--- config.mk ---
export PLATFORM = sky130hd
export DESIGN_NAME = mem_access_unit
export DESIGN_NICKNAME = d
export VERILOG_FILES = /design/src/rtl/mem_pkg.sv /design/src/rtl/load_align.sv /design/src/rtl/mem_access_unit.sv
export SDC_FILE = /design/constraint.sdc
export NUM_CORES = 1
export LEC_CHECK = 0
export ABC_AREA = 1
export CORE_MARGIN = 10
export CORE_UTILIZATION = 50
export CTS_CLUSTER_SIZE = 30
export DETAILED_ROUTE_END_ITERATION = 10
export PLACE_DENSITY = 0.95
export SLEW_MARGIN = 20
export SYNTH_ARGS = -nofsm -noshare
export SYNTH_HDL_FRONTEND = slang
export SYNTH_SLANG_ARGS = --single-unit
--- constraint.sdc ---
create_clock -name clk -period 3.7 [get_ports clk]
set_clock_uncertainty 0.05 [all_clocks]
set_input_delay 0.74 -clock clk [delete_from_list [all_inputs] [get_ports clk]]
set_output_delay 0.74 -clock clk [all_outputs]
set_load 0.01 [all_outputs]
--- src/rtl/mem_pkg.sv ---
// Shared types and helpers for the MEM-stage data-memory access engine.
package mem_pkg;

  localparam int unsigned XLEN  = 64;
  localparam int unsigned BYTES = XLEN / 8;
  localparam int unsigned OFFW  = $clog2(BYTES);

  typedef enum logic [1:0] {MEM_B, MEM_H, MEM_W, MEM_D} mem_size_e;
  typedef enum logic [1:0] {IDLE, REQ, WAIT, DONE} mem_state_e;

  // Latched bus request payload, held stable for the whole handshake.
  typedef struct packed {
    logic             write;
    logic [XLEN-1:0]  addr;
    logic [XLEN-1:0]  wdata;
    logic [BYTES-1:0] wstrb;
  } mem_req_t;

  function automatic logic is_misaligned(mem_size_e size, logic [OFFW-1:0] off);
    case (size)
      MEM_H:   return off[0];
      MEM_W:   return |off[1:0];
      MEM_D:   return |off;
      default: return 1'b0;
    endcase
  endfunction

  function automatic logic [BYTES-1:0] lane_strobe(mem_size_e size, logic [OFFW-1:0] off);
    case (size)
      MEM_B:   return BYTES'(8'h01) << off;
      MEM_H:   return BYTES'(8'h03) << off;
      MEM_W:   return BYTES'(8'h0F) << off;
      default: return '1;
    endcase
  endfunction

endpackage

--- src/rtl/load_align.sv ---
// Load data extraction: shift the addressed lane down, truncate to size, extend.
module load_align
  import mem_pkg::*;
(
  input  logic [XLEN-1:0] i_resp_data,
  input  logic [OFFW-1:0] i_off,
  input  mem_size_e       i_size,
  input  logic            i_unsigned,
  output logic [XLEN-1:0] o_data
);

  logic [XLEN-1:0] w_shifted;

  assign w_shifted = i_resp_data >> {i_off, 3'b000};

  always_comb begin
    o_data = w_shifted;
    case (i_size)
      MEM_B:   o_data = i_unsigned ? XLEN'(w_shifted[7:0])
                                   : {{(XLEN-8){w_shifted[7]}}, w_shifted[7:0]};
      MEM_H:   o_data = i_unsigned ? XLEN'(w_shifted[15:0])
                                   : {{(XLEN-16){w_shifted[15]}}, w_shifted[15:0]};
      MEM_W:   o_data = i_unsigned ? XLEN'(w_shifted[31:0])
                                   : {{(XLEN-32){w_shifted[31]}}, w_shifted[31:0]};
      default: o_data = w_shifted;
    endcase
  end

endmodule

--- src/rtl/mem_access_unit.sv ---
// MEM-stage access engine: aligns stores, extracts loads and stalls the pipe
// while a valid/ready data-memory transaction is outstanding.
module mem_access_unit
  import mem_pkg::*;
(
  input  logic             clk,
  input  logic             reset,
  input  logic             flush,
  input  logic             mem_read_in,
  input  logic             mem_write_in,
  input  logic [XLEN-1:0]  addr_in,
  input  logic [XLEN-1:0]  wdata_in,
  input  logic [1:0]       size_in,
  input  logic             unsigned_in,
  output logic             stall_out,
  output logic             load_valid_out,
  output logic [XLEN-1:0]  load_data_out,
  output logic             misaligned_out,
  output logic             req_valid,
  input  logic             req_ready,
  output logic             req_write,
  output logic [XLEN-1:0]  req_addr,
  output logic [XLEN-1:0]  req_wdata,
  output logic [BYTES-1:0] req_wstrb,
  input  logic             resp_valid,
  input  logic [XLEN-1:0]  resp_data
);

  mem_state_e      r_state, w_next_state;
  mem_req_t        r_req;
  mem_size_e       r_size;
  logic [OFFW-1:0] r_off;
  logic            r_unsigned;
  logic            r_drop;
  logic [XLEN-1:0] r_load_data;

  mem_size_e       w_size;
  logic [OFFW-1:0] w_off;
  logic            w_access;
  logic            w_write;
  logic            w_misaligned;
  logic            w_accept;
  logic            w_capture;
  logic [XLEN-1:0] w_load_result;

  assign w_size       = mem_size_e'(size_in);
  assign w_off        = addr_in[OFFW-1:0];
  assign w_access     = mem_read_in | mem_write_in;
  assign w_write      = mem_write_in & ~mem_read_in;
  assign w_misaligned = is_misaligned(w_size, w_off);

  load_align u_load_align (
    .i_resp_data (resp_data),
    .i_off       (r_off),
    .i_size      (r_size),
    .i_unsigned  (r_unsigned),
    .o_data      (w_load_result)
  );

  // Next-state and handshake/pulse outputs.
  always_comb begin
    w_next_state   = r_state;
    stall_out      = 1'b0;
    misaligned_out = 1'b0;
    load_valid_out = 1'b0;
    req_valid      = 1'b0;
    w_accept       = 1'b0;
    w_capture      = 1'b0;
    case (r_state)
      IDLE: begin
        if (!reset && w_access) begin
          if (w_misaligned) begin
            misaligned_out = 1'b1;
          end else begin
            stall_out    = 1'b1;
            w_accept     = 1'b1;
            w_next_state = REQ;
          end
        end
      end
      REQ: begin
        req_valid = 1'b1;
        stall_out = ~r_drop & ~flush;
        if (req_ready) w_next_state = WAIT;
      end
      WAIT: begin
        stall_out = ~r_drop & ~flush;
        if (resp_valid) begin
          w_next_state = DONE;
          w_capture    = ~r_req.write & ~r_drop & ~flush;
        end
      end
      DONE: begin
        load_valid_out = ~r_req.write & ~r_drop;
        w_next_state   = IDLE;
      end
      default: w_next_state = IDLE;
    endcase
  end

  // State, request latches, drop flag and load result.
  always_ff @(posedge clk) begin
    if (reset) begin
      r_state     <= IDLE;
      r_req       <= '0;
      r_size      <= MEM_B;
      r_off       <= '0;
      r_unsigned  <= 1'b0;
      r_drop      <= 1'b0;
      r_load_data <= '0;
    end else begin
      r_state <= w_next_state;
      if (r_state == DONE) begin
        r_drop <= 1'b0;
      end else if ((r_state == REQ || r_state == WAIT) && flush) begin
        r_drop <= 1'b1;
      end
      if (w_accept) begin
        r_req.write <= w_write;
        r_req.addr  <= {addr_in[XLEN-1:OFFW], OFFW'(0)};
        r_req.wdata <= w_write ? (wdata_in << {w_off, 3'b000}) : '0;
        r_req.wstrb <= w_write ? lane_strobe(w_size, w_off) : '0;
        r_size      <= w_size;
        r_off       <= w_off;
        r_unsigned  <= unsigned_in;
      end
      if (w_capture) r_load_data <= w_load_result;
    end
  end

  assign req_write     = r_req.write;
  assign req_addr      = r_req.addr;
  assign req_wdata     = r_req.wdata;
  assign req_wstrb     = r_req.wstrb;
  assign load_data_out = r_load_data;

endmodule

======== Yosys cells after proc, flatten, opt, wreduce, memory -nomap -nowiden ========
Index checks and enable logic that the tools add are counted.
cells by class
  bitwise operators ....................... 9
  reduce and logical (&&, ||, !) cells .... 12
  equality and inequality tests ........... 12
  shifts and indexed selects .............. 5
  multiplexer cells ....................... 24
operators by type and width
  operator                                                           count
  64-bit 2-to-1 mux                                                  4
  64-bit one-hot mux with 3 select lines                             1
  64-bit by 6-bit << shifter with 64-bit output                      1
  64-bit by 6-bit >> shifter with 64-bit output                      1
  8-bit one-hot mux with 3 select lines                              1
  2-bit == test, second input constant                               5
  1-bit 2-to-1 mux                                                   10
  2-bit 2-to-1 mux                                                   4
  8-bit 2-to-1 mux                                                   1
  2-bit inequality test, second input constant                       4
  2-bit one-hot mux with 4 select lines                              1
  1-bit by 3-bit << shifter with 8-bit output, first input constant  1
  2-bit by 3-bit << shifter with 8-bit output, first input constant  1
  4-bit by 3-bit << shifter with 8-bit output, first input constant  1
  2-bit by 1-bit == test with 1-bit output, second input constant    3
  2-bit logical NOT                                                  3
  2-bit OR reduction                                                 3
  1-bit AND                                                          4
  1-bit inverter                                                     4
  4-bit AND reduction                                                1
  1-bit one-hot mux with 3 select lines                              1
  3-bit OR reduction                                                 1
  1-bit logical AND                                                  2
  1-bit one-hot mux with 2 select lines                              1
  3 further kinds                                                    3
storage, ports and cells
  logic and storage cells ................. 72
  output and inout bits ................... 205
  bits in registers ....................... 207
  input bits .............................. 202

======== Logic depth before layout (Yosys ltp) ========
  depth in word-level cells ............... 5
  gate-level depth with buffers ........... 13
  depth with buffers taken out ............ 12

======== Modules after synthesis ========
A second synthesis with hierarchy kept.
unflattened totals
  cell total of the unflattened synthesis .. 1,930
  area total of the unflattened synthesis .. 12,100.4 µm²
modules (own cells, without submodules)
  module           seq. area each (µm²)  area an instance (µm²)  times used  cells an instance
  mem_access_unit  4,144.0               9,721.8                 1           1,455
  load_align       0.0                   2,378.5                 1           475

======== Least setup slack after synthesis ========
Ideal clock, no wire load.
  path kind ............................... input-to-output
  start ................................... input addr_in[1]
  end ..................................... output stall_out
  data arrival time ....................... 1,886 ps
  required time ........................... 2,910 ps
  setup slack ............................. 1,024 ps
  buffers on the path ..................... 3
  cell stages on the path ................. 10
  cell sequence ........................... buf_4 > nor2_8 > inv_4 > o21ai_2 > nand2_2 > nand2_4 > nand2_4 > buf_6 > buf_2 > a21oi_1
on the way
  longest elaborated chain between the ends .. 5
  elaborated cells between the ends (all ways) .. 6
  classes of those cells .................. mux (4); reduce/logical (2)
RTL lines
  element                                                   line                          RTL
  from (decl)                                               mem_access_unit.sv:11         input logic [XLEN-1:0] addr_in,
  3-bit OR reduction or 2-bit OR reduction (tied branches)  mem_pkg.sv:23, mem_pkg.sv:22
  1-bit one-hot mux with 3 select lines *                   mem_pkg.sv:20                 case (size)
  1-bit 2-to-1 mux *                                        mem_access_unit.sv:72         if (w_misaligned) begin
  1-bit 2-to-1 mux *                                        mem_access_unit.sv:71         if (!reset && w_access) begin
  1-bit one-hot mux with 2 select lines *                   mem_access_unit.sv:69         case (r_state)
  to (decl)                                                 mem_access_unit.sv:15         output logic stall_out,
Mark *: on every way between the ends. The rest lies on a longest branch, timed or not.

======== Worst setup path in the final report ========
  start ................................... input size_in[0]
  end ..................................... output misaligned_out
on the way
  longest elaborated chain between the ends .. 5
  elaborated cells between the ends (all ways) .. 7
  classes of those cells .................. eq/ne (3); mux (4)
RTL lines
  element                                                                    line                   RTL
  from (decl)                                                                mem_access_unit.sv:13  input logic [1:0] size_in,
  2-bit == test or 2-bit by 1-bit == test with 1-bit output (tied branches)  mem_pkg.sv:20
  1-bit one-hot mux with 3 select lines *                                    mem_pkg.sv:20
  1-bit 2-to-1 mux *                                                         mem_access_unit.sv:72
  1-bit 2-to-1 mux *                                                         mem_access_unit.sv:71
  1-bit 2-to-1 mux *                                                         mem_access_unit.sv:69
  to (decl)                                                                  mem_access_unit.sv:18  output logic misaligned_out,
Marked as above.

==> metrics.yaml <==
setup_path:
  cp_top_family: "buffers and inverters"
  start_kind: "input pin"
  cp_max_fo: 5
  cp.required_ps: 2910
  worstPathArrival_ps: 2790
  critPathMostFrequentCell: "clkdlybuf4s50_1"
  r2r_slack_ps: 1200
  critPathCaptureType: "output pin"
  critPathKind: "input pin to output pin"
  max_stage_delay_ps: 610
  path_cells: "clkdlybuf4s50_1 > inv_1 > ha_1 > a21oi_2 > nand2_4 > nor3_1 > clkdlybuf4s50_1"
  critical_path.slowest_cell: "clkdlybuf4s50_1"
  path_buf_inv: 3
placement:
  place_hpwl_um: 36720
  portBuffers: 403
  dp.cells: 2580
  place.gp.congestion: 1.008
clock_tree:
  cts_buffers: 24
  clk_pin_slew_worst_paths_ps: 50
  postCtsSetupBuffers: 0
  clockBufferDepth: 3
  cts_tree: "built"
  clock-sinks: 207
  clock_latency_ps: 520
  htree_levels: 1
  cts-root-buf: "clkbuf_16"
global_routing:
  grt_pass1_vias: 13630
  antenna_found_initial: 0
  grt_overflow: 0
  grt_use_total: 0.3109
  grt_pass1_wl_um: 77110
  grt_max_degree: 123
floorplanning:
  initial_core_util: 0.5075
  io_pins: 407
  die-height_um: 174.3
  fp.coreArea_mm2: 0.02347
  die_area_mm2: 0.03040
  rows: 56
  chipWidth_um: 174.3
drt:
  dr.first_iter.drc_count: 2012
  finalWirelength_um: 50080
  vias: 14260
  wl_per_cell_um: 19.12
  post_drt_via_cell_ratio: 5.446
  ant_nets: 0
  drc: 0
  firstDrtPassIters: 6
layout:
  finalNonFillerCells: 2619
  drive_gt1_frac: 0.04348
  diodes: 0
  fin_util: 0.7110
  mostFrequentLayoutCells: "nand2_1 (538), clkdlybuf4s50_1 (399), nor2_1 (372)"
  area_growth_pct: 40.12
  layout.nets: 2499
  layout_commonest_cell: "nand2_1"
sta:
  setup_viol: 0
  slew_headroom: 0.4005
  finalCritPeriodShare: 0.9680
  slew_viol_final: 0
  hold_viol: 0
  tightest_slew_ps: 899.2
  rsz0062_at_grt: "false"
  max_freq_ghz: 0.2792
  tns_ps: 0
  whs_ps: 414.5
  period_needed_ps: 3582
logic_synthesis:
  ys.flop_type: "dfxtp_1"
  ys_types: 37
  syn-instance-count: 1973
  synth_seq_area_share: 0.3479
  syn_area_mm2: 0.01191
  yosys_register_bits: 207
  synth_area_per_cell_um2: 6.037
  synthArstFlopShare: 0
  ys_warn_count: 0
  synth_edf_count: 0
power:
  p_total_uw: 8094
  power_density_mw_per_mm2: 485.0
  ir_drop_uv: 308.8
  p_leak_uw: 0.007288
run_status:
  outcome: "completed"
job:
  drv_cap: 0
min_path:
  min_path_type: "register to register"
[cells by family after synthesis]
| group | Yosys count | synth area share |
|---|---|---|
| AOI/OAI and AO/OA | 312 | 0.1372 |
| adders and majority gates | 10 | 0.01050 |
| buffers and inverters | 309 | 0.1137 |
| DFF | 207 | 0.3479 |
| muxes | 1 | 0.0008404 |
| other | 1 | 0.0003148 |
| and+or+nand+nor | 1133 | 0.3896 |
[area by class of cell]
type	instances	area, um2
Clock inverter	12	196.4
Clock buffer	27	643.1
Fill cell	1924	6783
Multi-Input combinational cell	1459	6424
Tap cell	319	399.1
Inverter	164	623.1
Timing Repair Buffer	431	4259
Sequential cell	207	4145
[cell usage after synthesis (9+ instances only)]
library cell,n,area [um2]
nand3_1,158,790.8
o211ai_1,18,135.1
inv_1,151,566.8
buf_4,9,67.56
nand4_1,34,212.7
o21ai_1,31,155.2
nand2_1,538,2019
buf_2,56,280.3
nor2_1,373,1400
a21oi_1,117,585.6
buf_6,11,123.9
buf_1,10,37.54
clkbuf_1,59,221.5
o21ai_0,136,680.7
dfxtp_1,207,4144
ha_1,10,125.1
[worst register-to-register path, cell delays in order, from the launching register on]
cell and delay (ps):
dfxtp_1 410, clkinv_1 500, nand2_1 520, nor2_1 100, nand2_2 100, buf_4 360, nand4_1 230, nand2_1 100
inv_1 40
[per-stage QoR]
| step | cell area (um2) | worst slack, ps |
|---|---|---|
| 6_report | 16690 | 118.3 |
| 5_1_grt | 16690 | 56.51 |
| 4_1_cts | 16690 | 53.22 |
| 3_5_place_dp | 15850 | 48.86 |
| 3_3_place_gp | 15850 | 127.9 |
| 2_1_floorplan | 11920 | 1024 |
[sequential cells by signal (all words and copies together) (netlist names)]
| register | cells |
|---|---|
| load_data_out | 64 |
| req_wdata | 64 |
| req_addr | 61 |
| req_wstrb | 8 |
| r_off | 3 |
| r_size | 2 |
| r_state | 2 |
| r_drop | 1 |
| r_unsigned | 1 |
| req_write | 1 |
[path summary, 6_finish.rpt]
kind / start / to / cells past startpoint
max reg2reg: r_size[1] / load_data_out[48] / 8
min reg2reg: req_wdata[12] / req_wdata[12] / 2
min: req_wdata[12] / req_wdata[12] / 2
max: size_in[0] / misaligned_out / 7
[power breakdown]
part	switching (uW)	internal [uW]	leakage [uW]
combinational	1750	1140	0.00520
sequential	153	2480	0.00168
clock	986	1590	0.000409
[timing repair]
item / 4_1_cts / 5_1_grt
gates resized for setup: 0 / 1
hold buffers: 0 / 0
endpoints found under the setup margin: 0 / 1
[per-layer routing]
metal	up-vias	track usage	part of all wire
met1	6454	0.3742	0.39
li1	6866	-	-
met3	131	0.06934	0.098
met5	-	0	0
met4	0	0.1478	0.055
met2	813	0.5153	0.46
Note: power is estimated with default switching activity, not from simulation.
==> RTL change 1: new RTL, same flow settings <==
Reset style: asynchronous (`reset`), changed in one clocked block.
--- a/src/rtl/mem_access_unit.sv
+++ b/src/rtl/mem_access_unit.sv
@@ -99,7 +99,7 @@
   end
 
   // State, request latches, drop flag and load result.
-  always_ff @(posedge clk) begin
+  always_ff @(posedge clk or posedge reset) begin
     if (reset) begin
       r_state     <= IDLE;
       r_req       <= '0;
Behaviour: differs if reset is asserted again (counterexample within 4 cycles, from zero or initial values and one cycle with reset high); with reset held inactive, the same outputs for 4 cycles.
==> RTL change 1 against the original RTL <==
  * Global-route usage shrank 0.25 points
  * First-iteration DRC count is 16% lower
  * Synthesized area is 0.67% lower
  * Sequential cell count unchanged
  * Design area fell by 0.53%
  * Worst setup slack worse by 26 ps
  * Routed wire length decreased by 3.2%
  * Critical path type unchanged
  * Critical endpoint is now stall_out
Power is not compared: it rests on default switching activity, and its combinational part moved more than twofold at a synthesized area within 25%.
==> RTL change 1: results (changes against the original RTL) <==
- The net count of the finished layout is 2259 (-9.6%).
- Ranked by instance count, the synthesized netlist is headed by sky130_fd_sc_hd__nand2_1, sky130_fd_sc_hd__dfrtp_1, sky130_fd_sc_hd__o21ai_0.
- The global-route track usage on met3 was 6.60% (-0.33 points).
- The instance area after placement is 0.0158 mm^2 (-0.10%).
- The first-pass iteration count of the detailed router is 6 (unchanged).
- The clock tree cell share of total cell area is 4.64% (-0.40 points).
- In this run the critical register-to-register path is launched from r_off[2].
- The post-CTS repair timing setup buffer count is 0 (unchanged).
- The synthesized-area fraction occupied by ao, oa, aoi and oai cells was 11.7% (-2.0 points).
- The violation count after the first detailed-route iteration is 1699 (-16%).
- The multi-input combinational cell count is 1314 (-9.9%).
- The synthesized instance count is 1703 (-14%).
- The async set-reset flop share out of synthesis is 100% (+100 points).
- The met2 usage is 51.3% (-0.24 points).
- The filler cell count is 1904 (-1.0%).
- Sorting the synthesized cells by area gives the leading types as sky130_fd_sc_hd__dfrtp_1, sky130_fd_sc_hd__nand2_1, sky130_fd_sc_hd__o21ai_0.
- The run finished with clean final reports.
- The most critical setup path has its endpoint at stall_out.
- The post-synthesis share of cell area spent on full adders, half adders and majority gates is 1.06% (+0.0071 points).
- The proportion of layout cells with a drive suffix above 1 is 4.55% (+0.20 points).
- The routed length on met3 is 4360 um (-11%).
- The met1 track demand over resource in global routing came to 38.8% (+1.4 points).
- The HPWL reported at the end of detailed placement came to 36200 um (-1.5%).
- The endpoint of the worst register-to-register path is load_data_out[50].
- The number of buffers outside the clock class in the layout is 430 (-0.23%).
- The final-layout non-clock buffer area share is 25.8% (+0.27 points).
- The via count of the first global-routing pass is 12700 (-6.8%).
- The depth of the worst register-to-register path is 6 (-2).
- The data arrival time of the worst path was 2820 ps (+30 ps).
- The maximum net fanout on the critical path came to 4 (-1).
- The routability congestion estimate from global placement is 1.00 (-0.42%).
- The routed length on met2 was 23100 um (about the same).
- The count of vias placed by the detailed router is 13000 (-9.1%).
- The register area is 0.00518 mm^2 (+25%).
- The via count normalized by instance count is 5.44 (-0.12%).
- The final design instance area without fill is 0.0166 mm^2 (-0.53%).
- The sequential share of the synthesized area is 43.8% (+9.0 points).
- The detail-routed net length per standard cell is 20.3 um (+6.4%).
- The clock buffer count in the final layout is 32 (+19%).
- The multiplexer share of the synthesized area is 0% (-0.084 points).
- The worst-case headroom to the max-slew limit is 35.5% (-4.5 points).
- The reg-to-reg setup timing slack is 620 ps (-580 ps).
- The global-route wire length before repair was 74900 um (-2.9%).
- The number of library cell types mapped by synthesis is 35 (-5.4%).
- The minimum setup slack after placement came to 126 ps (+77.6 ps).
RTL change 1: changes by cell type after synthesis, moves of 19 or more:
cell	before	now
sky130_fd_sc_hd__nand4_1	34	1
sky130_fd_sc_hd__nor2_1	373	181
sky130_fd_sc_hd__clkbuf_1	59	29
sky130_fd_sc_hd__nand3_1	158	127
sky130_fd_sc_hd__o21ai_0	136	188
sky130_fd_sc_hd__a21oi_1	117	27
sky130_fd_sc_hd__o21ai_1	31	12
sky130_fd_sc_hd__dfrtp_1	0	207
sky130_fd_sc_hd__inv_1	151	63
sky130_fd_sc_hd__dfxtp_1	207	0
sky130_fd_sc_hd__nand2_1	538	711
RTL change 1: worst min path at each step:
stage | startpoint | end | slack [ps] | depth (start not counted)
finish | req_addr[57] | req_addr[57] | 420 | 2
global route | req_addr[35] | req_addr[35] | 450 | 2
CTS | req_addr[57] | req_addr[57] | 420 | 2
detailed placement | req_addr[20] | req_addr[20] | 410 | 2
global placement | req_addr[31] | req_addr[31] | 400 | 2
floorplan | r_state[1] | r_state[1] | 450 | 2
==> RTL change 2: new RTL, same settings <==
Made on the original files. `XLEN`: 64 -> 32.
--- a/src/rtl/mem_pkg.sv
+++ b/src/rtl/mem_pkg.sv
@@ -1,7 +1,7 @@
 // Shared types and helpers for the MEM-stage data-memory access engine.
 package mem_pkg;
 
-  localparam int unsigned XLEN  = 64;
+  localparam int unsigned XLEN  = 32;
   localparam int unsigned BYTES = XLEN / 8;
   localparam int unsigned OFFW  = $clog2(BYTES);
 
Interface: changed (7 resized); port bits go from 407 to 211. The function was not compared with the original's and may differ.
==> RTL change 2 against the original RTL <==
  * Non-clock buffer count shrank 210
  * Final cell count decreased by 54%
  * Worst setup slack better by 23 ps
  * Design area decreased by 53%
  * First-iteration DRC count shrank 70%
  * Synthesized area down 53%
  * Sequential power shrank 48%
  * Maximum frequency rose by 0.64%
  * Sequential cell count shrank 100
  * Routed wire length is 63% lower
  * Synthesized cell count decreased by 56%
  * Total power is 58% lower
  * Largest power group is now registers
==> RTL change 2: results (changes against the original RTL) <==
- The number of antenna violations at the first check in global routing is 1 (+1).
- The synthesized area per cell is 6.37 um^2 (+5.5%).
- The sequential share of the synthesized area is 38.3% (+3.6 points).
- The tree is rooted in a sky130_fd_sc_hd__clkbuf_8.
- The met2 usage is 35.1% (-16 points).
- In the synthesized netlist, the cells that appear most often are sky130_fd_sc_hd__nand2_1, sky130_fd_sc_hd__nor2_1, sky130_fd_sc_hd__dfxtp_1.
- The detailed-route wire length on metal 1 was 7370 um (-62%).
- The total power is 3400 uW (-58%).
- The internal portion of total power was 2110 uW (-59%).
- The HPWL reported at the end of detailed placement is 13800 um (-62%).
- The clock buffer count in the final layout is 9 (-67%).
- The fraction of power consumed by the clock network is 20.9% (-11 points).
- The instance area after placement was 0.00761 mm^2 (-52%).
- The maximum net fanout on the critical path is 6 (+1).
- The source of the worst register-to-register timing path is r_state[0].
- The run finished with clean final reports.
- The final-layout non-clock buffer area share is 27.9% (+2.4 points).
- The peak per-stage delay on the critical path is 580 ps (-30 ps).
- The via count of the first global-routing pass is 5777 (-58%).
- In this run the most critical hold path is launched from req_wdata[31].
- The clock tree cell share of total cell area is 2.50% (-2.5 points).
- The later-pin clock latency in the skew report is 370 ps (-150 ps).
- The global-route total usage across every layer is 22.0% (-9.1 points).
- The share of cell area taken by flip-flops and latches is 27.5% (+2.6 points).
- The worst-case vdd ir drop is 300 uV (-2.8%).
- The combinational power share is 38.5% (+2.9 points).
RTL change 2: cell types whose count changed in the layout (fill, tap and decap cells not counted), moves of 8 or more:
cell                              unedited run  this run
sky130_fd_sc_hd__nand3_1                   158        56
sky130_fd_sc_hd__clkdlybuf4s50_1           399       207
sky130_fd_sc_hd__clkbuf_8                    1         9
sky130_fd_sc_hd__o21ai_1                    31         0
sky130_fd_sc_hd__clkbuf_16                  25         0
sky130_fd_sc_hd__nand2_1                   538       213
sky130_fd_sc_hd__dfxtp_1                   206       107
sky130_fd_sc_hd__a21oi_1                   117        62
sky130_fd_sc_hd__nand4_1                    34         8
sky130_fd_sc_hd__o21ai_0                   136        76
sky130_fd_sc_hd__inv_1                     151        61
sky130_fd_sc_hd__o211ai_1                   18         0
sky130_fd_sc_hd__buf_4                      27        13
sky130_fd_sc_hd__nor2_1                    372       189
